**src/rtl/hand_bbox.sv**
```systemverilog
// hand_bbox: per-frame bounding box of run-filtered foreground pixels.
// Scans a binarized pixel stream, tracks min/max x/y of qualified pixels,
// and at frame end publishes the box widened by MARGIN and clamped to the frame.
// Optional feature macro: HAND_BBOX_SMOOTH_EN averages each new accepted box
// with the previous one (the first accepted box after reset is loaded as is).
//
// Stream protocol: there is no backpressure. A sample is consumed on every
// vga_clk edge where pixel_en is high and the coordinates lie inside the
// active area. frame_done is a one-cycle qualifier meaning left/right/top/
// bottom, bbox_valid and pixel_count were just updated; they then hold until
// the next frame_done.
module hand_bbox #(
  parameter int H_ACTIVE   = 640,
  parameter int V_ACTIVE   = 480,
  parameter int RUN_MIN    = 4,
  parameter int MIN_PIXELS = 200,
  parameter int MARGIN     = 10
) (
  input  logic        vga_clk,
  input  logic        rst,
  input  logic        pixel_en,
  input  logic [11:0] img_data,
  input  logic [9:0]  pixel_x,
  input  logic [9:0]  pixel_y,
  output logic [9:0]  left,
  output logic [9:0]  right,
  output logic [9:0]  top,
  output logic [9:0]  bottom,
  output logic        bbox_valid,
  output logic        frame_done,
  output logic [18:0] pixel_count,
  output logic        dbg_accum_o
);

  localparam logic [10:0] H_LIM     = 11'(H_ACTIVE);
  localparam logic [10:0] V_LIM     = 11'(V_ACTIVE);
  localparam logic [10:0] H_LAST    = 11'(H_ACTIVE - 1);
  localparam logic [10:0] V_LAST    = 11'(V_ACTIVE - 1);
  localparam logic [9:0]  H_LAST10  = 10'(H_ACTIVE - 1);
  localparam logic [9:0]  V_LAST10  = 10'(V_ACTIVE - 1);
  localparam logic [10:0] MARGIN_W  = 11'(MARGIN);
  localparam logic [9:0]  MARGIN10  = 10'(MARGIN);
  localparam logic [4:0]  RUN_MIN5  = 5'(RUN_MIN);
  localparam logic [3:0]  RUN_SAT   = 4'(RUN_MIN);
  localparam logic [9:0]  RUN_BACK  = 10'(RUN_MIN - 1);
  localparam logic [18:0] MIN_PIX_W = 19'(MIN_PIXELS);
  localparam logic [18:0] CNT_MAX   = '1;
  localparam logic [9:0]  COORD_CLR = '1;

  typedef enum logic {SYNC = 1'b0, ACCUM = 1'b1} state_e;

  state_e      state_q, state_d;
  logic [3:0]  run_q, run_d;
  logic [9:0]  min_x_q, min_x_d, max_x_q, max_x_d;
  logic [9:0]  min_y_q, min_y_d, max_y_q, max_y_d;
  logic [18:0] cnt_q, cnt_d;
  logic [9:0]  left_q, left_d, right_q, right_d, top_q, top_d, bottom_q, bottom_d;
  logic        valid_q, valid_d, done_q, done_d;
  logic [18:0] count_q, count_d;
`ifdef HAND_BBOX_SMOOTH_EN
  logic        seeded_q, seeded_d;
`endif

  // Sample decode and the accumulator values after folding in this sample.
  logic        accepted, at_origin, at_end, is_fg, process, emit, qualify;
  logic [3:0]  run_base, run_new;
  logic [4:0]  run_inc;
  logic [9:0]  cand_min_x;
  logic [9:0]  min_x_f, max_x_f, min_y_f, max_y_f;
  logic [18:0] cnt_f;

  // Classify the current sample and compute the folded accumulators.
  always_comb begin
    accepted   = pixel_en && ({1'b0, pixel_x} < H_LIM) && ({1'b0, pixel_y} < V_LIM);
    at_origin  = (pixel_x == 10'd0) && (pixel_y == 10'd0);
    at_end     = ({1'b0, pixel_x} == H_LAST) && ({1'b0, pixel_y} == V_LAST);
    is_fg      = (img_data == 12'hfff);
    // In SYNC only the (0,0) sample is taken, and it starts a fresh frame.
    process    = accepted && ((state_q == ACCUM) || at_origin);
    emit       = accepted && (state_q == ACCUM) && at_end;
    run_base   = (pixel_x == 10'd0) ? 4'd0 : run_q;
    run_inc    = {1'b0, run_base} + 5'd1;
    qualify    = is_fg && (run_inc >= RUN_MIN5);
    run_new    = is_fg ? (qualify ? RUN_SAT : run_inc[3:0]) : 4'd0;
    // A qualifying pixel implies the run began at least RUN_MIN-1 columns left.
    cand_min_x = pixel_x - RUN_BACK;
    min_x_f    = (qualify && (cand_min_x < min_x_q)) ? cand_min_x : min_x_q;
    max_x_f    = (qualify && (pixel_x > max_x_q))    ? pixel_x    : max_x_q;
    min_y_f    = (qualify && (pixel_y < min_y_q))    ? pixel_y    : min_y_q;
    max_y_f    = (qualify && (pixel_y > max_y_q))    ? pixel_y    : max_y_q;
    cnt_f      = (qualify && (cnt_q != CNT_MAX))     ? cnt_q + 19'd1 : cnt_q;
  end

  // FSM next state: wait for the start of a frame, then track frames forever.
  always_comb begin
    state_d = state_q;
    case (state_q)
      SYNC:  if (accepted && at_origin) state_d = ACCUM;
      ACCUM: state_d = ACCUM;
    endcase
  end

  // FSM state register.
  always_ff @(posedge vga_clk or posedge rst) begin
    if (rst) state_q <= SYNC;
    else     state_q <= state_d;
  end

  // Accumulator next state: fold the sample, or clear at frame end so the
  // next (0,0) lands in fresh accumulators even on the very next cycle.
  always_comb begin
    run_d   = run_q;
    min_x_d = min_x_q;
    max_x_d = max_x_q;
    min_y_d = min_y_q;
    max_y_d = max_y_q;
    cnt_d   = cnt_q;
    if (emit) begin
      run_d   = 4'd0;
      min_x_d = COORD_CLR;
      max_x_d = 10'd0;
      min_y_d = COORD_CLR;
      max_y_d = 10'd0;
      cnt_d   = 19'd0;
    end else if (process) begin
      run_d   = run_new;
      min_x_d = min_x_f;
      max_x_d = max_x_f;
      min_y_d = min_y_f;
      max_y_d = max_y_f;
      cnt_d   = cnt_f;
    end
  end

  // Accumulator registers.
  always_ff @(posedge vga_clk or posedge rst) begin
    if (rst) begin
      run_q   <= 4'd0;
      min_x_q <= COORD_CLR;
      max_x_q <= 10'd0;
      min_y_q <= COORD_CLR;
      max_y_q <= 10'd0;
      cnt_q   <= 19'd0;
    end else begin
      run_q   <= run_d;
      min_x_q <= min_x_d;
      max_x_q <= max_x_d;
      min_y_q <= min_y_d;
      max_y_q <= max_y_d;
      cnt_q   <= cnt_d;
    end
  end

  // Expanded box from the final totals (the frame-end sample included).
  logic        box_ok;
  logic [10:0] right_sum, bottom_sum;
  logic [9:0]  left_new, right_new, top_new, bottom_new;

`ifdef HAND_BBOX_SMOOTH_EN
  function automatic logic [9:0] blend(input logic [9:0] prev, input logic [9:0] nxt,
                                       input logic seeded);
    logic [10:0] sum;
    sum = {1'b0, prev} + {1'b0, nxt};
    return seeded ? sum[10:1] : nxt;
  endfunction
`endif

  // Result next state: update the published box on frame end.
  always_comb begin
    box_ok     = (cnt_f >= MIN_PIX_W);
    right_sum  = {1'b0, max_x_f} + MARGIN_W;
    bottom_sum = {1'b0, max_y_f} + MARGIN_W;
    left_new   = ({1'b0, min_x_f} >= MARGIN_W) ? (min_x_f - MARGIN10) : 10'd0;
    top_new    = ({1'b0, min_y_f} >= MARGIN_W) ? (min_y_f - MARGIN10) : 10'd0;
    right_new  = (right_sum  > H_LAST) ? H_LAST10 : right_sum[9:0];
    bottom_new = (bottom_sum > V_LAST) ? V_LAST10 : bottom_sum[9:0];
    left_d     = left_q;
    right_d    = right_q;
    top_d      = top_q;
    bottom_d   = bottom_q;
    valid_d    = valid_q;
    count_d    = count_q;
    done_d     = 1'b0;
`ifdef HAND_BBOX_SMOOTH_EN
    seeded_d   = seeded_q;
`endif
    if (emit) begin
      done_d  = 1'b1;
      count_d = cnt_f;
      valid_d = box_ok;
      if (box_ok) begin
`ifdef HAND_BBOX_SMOOTH_EN
        left_d   = blend(left_q,   left_new,   seeded_q);
        right_d  = blend(right_q,  right_new,  seeded_q);
        top_d    = blend(top_q,    top_new,    seeded_q);
        bottom_d = blend(bottom_q, bottom_new, seeded_q);
        seeded_d = 1'b1;
`else
        left_d   = left_new;
        right_d  = right_new;
        top_d    = top_new;
        bottom_d = bottom_new;
`endif
      end
    end
  end

  // Result registers; reset publishes the full frame as the box.
  always_ff @(posedge vga_clk or posedge rst) begin
    if (rst) begin
      left_q   <= 10'd0;
      right_q  <= H_LAST10;
      top_q    <= 10'd0;
      bottom_q <= V_LAST10;
      valid_q  <= 1'b0;
      count_q  <= 19'd0;
      done_q   <= 1'b0;
`ifdef HAND_BBOX_SMOOTH_EN
      seeded_q <= 1'b0;
`endif
    end else begin
      left_q   <= left_d;
      right_q  <= right_d;
      top_q    <= top_d;
      bottom_q <= bottom_d;
      valid_q  <= valid_d;
      count_q  <= count_d;
      done_q   <= done_d;
`ifdef HAND_BBOX_SMOOTH_EN
      seeded_q <= seeded_d;
`endif
    end
  end

  assign left        = left_q;
  assign right       = right_q;
  assign top         = top_q;
  assign bottom      = bottom_q;
  assign bbox_valid  = valid_q;
  assign frame_done  = done_q;
  assign pixel_count = count_q;
  assign dbg_accum_o = (state_q == ACCUM);

endmodule

```
**config.mk**
```make
export PLATFORM = sky130hd
export DESIGN_NAME = hand_bbox
export DESIGN_NICKNAME = d
export VERILOG_FILES = /design/src/rtl/hand_bbox.sv
export SDC_FILE = /design/constraint.sdc
export NUM_CORES = 1
export LEC_CHECK = 0
export CORE_ASPECT_RATIO = 0.6
export CORE_MARGIN = 5
export CORE_UTILIZATION = 58
export DETAILED_ROUTE_END_ITERATION = 12
export PLACE_DENSITY = 0.82
export REMOVE_ABC_BUFFERS = 1
export SKIP_LAST_GASP = 1
export SYNTH_ARGS = -nofsm -noshare
export SYNTH_HDL_FRONTEND = slang
export SYNTH_SLANG_ARGS = --single-unit
```
**constraint.sdc**
```tcl
create_clock -name vga_clk -period 4.45 [get_ports vga_clk]
set_input_delay 0.6675 -clock vga_clk [delete_from_list [all_inputs] [get_ports vga_clk]]
set_output_delay 0.6675 -clock vga_clk [all_outputs]
set_load 0.005 [all_outputs]
```
==> results.toml <==
[finish]
fin_cells = 1398
final_nets = 1271
final_cell_area_um2 = 11300
fin_util_pct = 77.4
area_delta_synth_final_pct = 29.9
drive_gt1_share_pct = 21.8
n_antenna_cell = 0

[drt]
vias = 8696
drt-pass1-iter-count = 5
drt_iter0_markers = 996
postRouteAntennaNets = 0
drcViolationCount = 0
via_per_inst = 6.22
wire_per_inst_um = 19.3
wl_um = 27000

[power_and_ir_drop]
power_per_cell_area_nw_per_um2 = 240
leakage_uw = 0.00482
peakVddDrop_mv = 0.201

[synthesis]
avgSynthCellArea_um2 = 8.59
synth_common_cells = "137 x nand2_1, 89 x dfrtp_1, 84 x o21ai_0, 72 x nor2_1, 58 x inv_1"
synthTopCellsByArea = "dfrtp_1 26%, dfstp_2 11%, ha_1 7.1%"
synth-main-ff-cell = "dfrtp_1"
netlist_instances = 1012
yosys.area_share.xor_xnor_pct = 6.03
synth_top_area_share_pct = 25.6
async_reset_ff_share_pct = 100
ys_ff_latch = 125
synth.most_common_cell = "nand2_1"
synth_top_family_by_area = "simple AND/OR/NAND/NOR gates"
synth_fa_ha_area_share_pct = 7.05
yosys_warnings = 0
syn-cell-area_um2 = 8690
synthMuxAreaShare_pct = 5.38
synthSimpleGateAreaFrac_pct = 20.7
seq_area_frac_synth_pct = 36.5
yosys.area.top_type = "dfrtp_1"
ys_types = 75
synth_edf_count = 0
synth_compound_area_share_pct = 18.5

[critical_path]
end_kind = "flip-flop"
crit_type = "in2reg"
cp_slowest_cell = "or4_4"
critPathMaxStageDelay_ps = 550
path_cells = "clkdlybuf4s50_1 > inv_1 > ha_1 > nor4b_2 > and3_4 > nor2b_4 > ha_2 > nand2_1 > a41o_1 > or4_4 > mux2i_4 > ha_4 > nor2_2 > o32ai_1 > buf_4 > o311a_1 > o31ai_4 > buf_4 > a21bo_1"
crit_fanout = 8
crit_required_ps = 4760
arrival_ps = 4660
rrSetupSlack_ps = 510
critPathMostFrequentCell = "buf_4"
critPathLaunchType = "input port"

[sta]
fin_crit_ps = 4350
rsz0062_at_grt = "yes"
fin_crit_sh_pct = 97.9
setup_violations = 0
skew_ps = 8.89
hold_viol_final = 0
clock.fmax_ghz = 0.230
hold_ws_ps = 464
layout_setup_ws_ps = 95.1
slew_viol_final = 0
relSlewSlack_pct = 25.1
worst_pin_slew_ps = 1120

[placed_design]
dpl-instance-area_um2 = 10500
post-place-cells = 1354
io_buffers = 96
dp_hpwl_um = 19000
pre_cts_slack_ps = -638
routabilityCongestion = 0.998

[die]
die-area_um2 = 17600
start_util_pct = 59.6
num_rows = 34
die_y_um = 105
die_x_um = 168
io_pins = 97
coreArea_um2 = 14600

[clock_tree]
path_clk_slew_ps = 60
cts_tree = "done"
clkSinkCount = 125
cts_root_buffer = "clkbuf_16"
clk_latency_ps = 420
cts_buffers = 17
clockBufferDepth = 2
h-tree-depth = 4

[worst_hold_path]
hold_class = "reg2reg"

[global_routing]
grt-ovfl-total = 0
antenna_found_initial = 0
grt_usage_pct = 29.9
grt_max_degree = 65
grt_pass1_vias = 8209
grt_pass1_wl_um = 42700

[job]
cap_violations = 0

[run_status]
status = "finished, final reports clean"
[metrics by stage]
step	setup TNS [ps]	power (uW)
floorplan	-7400	1250
global placement	-6040	1360
finish	0	2710
CTS	0	2700
detailed placement	-11760	1370
global route	-405	2770
[critical path, delay by kind of cell]
kind                     cells  cell delay, ps
AO/OA/AOI/OAI                5            1060
adder cells (fa/ha/maj)      3             590
buffers and inverters        4             870
multiplexers                 1             240
AND/OR/NAND/NOR              6            1220
[report_power, final]
| part | internal, uW | switching, uW | leakage [uW] |
|---|---|---|---|
| Combinational | 93.4 | 130 | 0.00298 |
| Sequential | 1140 | 0.00445 | 0.00158 |
| Clock | 784 | 562 | 0.000265 |
[layer usage]
metal  routed length [um]  up-vias  global-route usage [%]
met3                 3200       74                    8.98
met1                11600     4112                    43.4
met5                    0        -                       0
met2                11600      549                    43.6
met4                  590        0                    8.05
li1                     -     3961                       -
[state kept, by name, indices dropped and copies added, names as in the netlist]
register     cells
max_x_q         10
frame_done       1
min_y_q         10
bbox_valid       1
top             10
left            10
right           10
max_y_q         10
pixel_count     19
bottom          10
cnt_q           19
dbg_accum_o      1
min_x_q         10
run_q            4
[cells by family after synthesis]
family          after synthesis
simple gates                377
compound gates              238
flops                       125
buf+inv                     119
xor+xnor                     59
fa+ha+maj                    49
mux                          45
[placed cells by master (no fill, tap or decap), drive strengths merged, types with 12 or more instances in the layout]
| master | count |
|---|---|
| buf | 121 |
| mux2i | 31 |
| ha | 49 |
| dfstp | 36 |
| o21ai | 93 |
| nand3 | 34 |
| mux2 | 14 |
| dfrtp | 89 |
| nor3 | 40 |
| clkbuf | 19 |
| xor2 | 20 |
| nor2 | 78 |
| nor4 | 12 |
| nand4 | 22 |
| inv | 59 |
| xnor2 | 39 |
| clkdlybuf4s50 | 95 |
| a21oi | 43 |
| a31oi | 13 |
| nand2 | 138 |
[final timing paths]
kind,from,endpoint,depth (start not counted)
worst max-delay path,pixel_x[1],right[8],19
worst min-delay path,top[0],top[0],2
worst max register to register,max_x_q[3],right[8],15
worst min register to register,top[0],top[0],2
max in group asynchronous,rst,right[1],3
min in group asynchronous,rst,pixel_count[6],2
[final cells by class]
type                            instances  area [um2]
Multi-Input combinational cell        768        5150
Fill cell                             945        3300
Sequential cell                       125        3170
Timing Repair Buffer                  217        1940
Clock buffer                           19         443
Tap cell                              198         248
Inverter                               58         220
Clock inverter                         13         119
[repair_timing]
item                                    CTS  global route
pin swaps                                 3            15
gates resized for setup                  12            25
endpoints found under the setup margin   15            20
hold buffers                              0             0
endpoints found under the hold margin     0             0
setup buffers                             5             7
No activity file was read; power rests on OpenSTA's default activity.
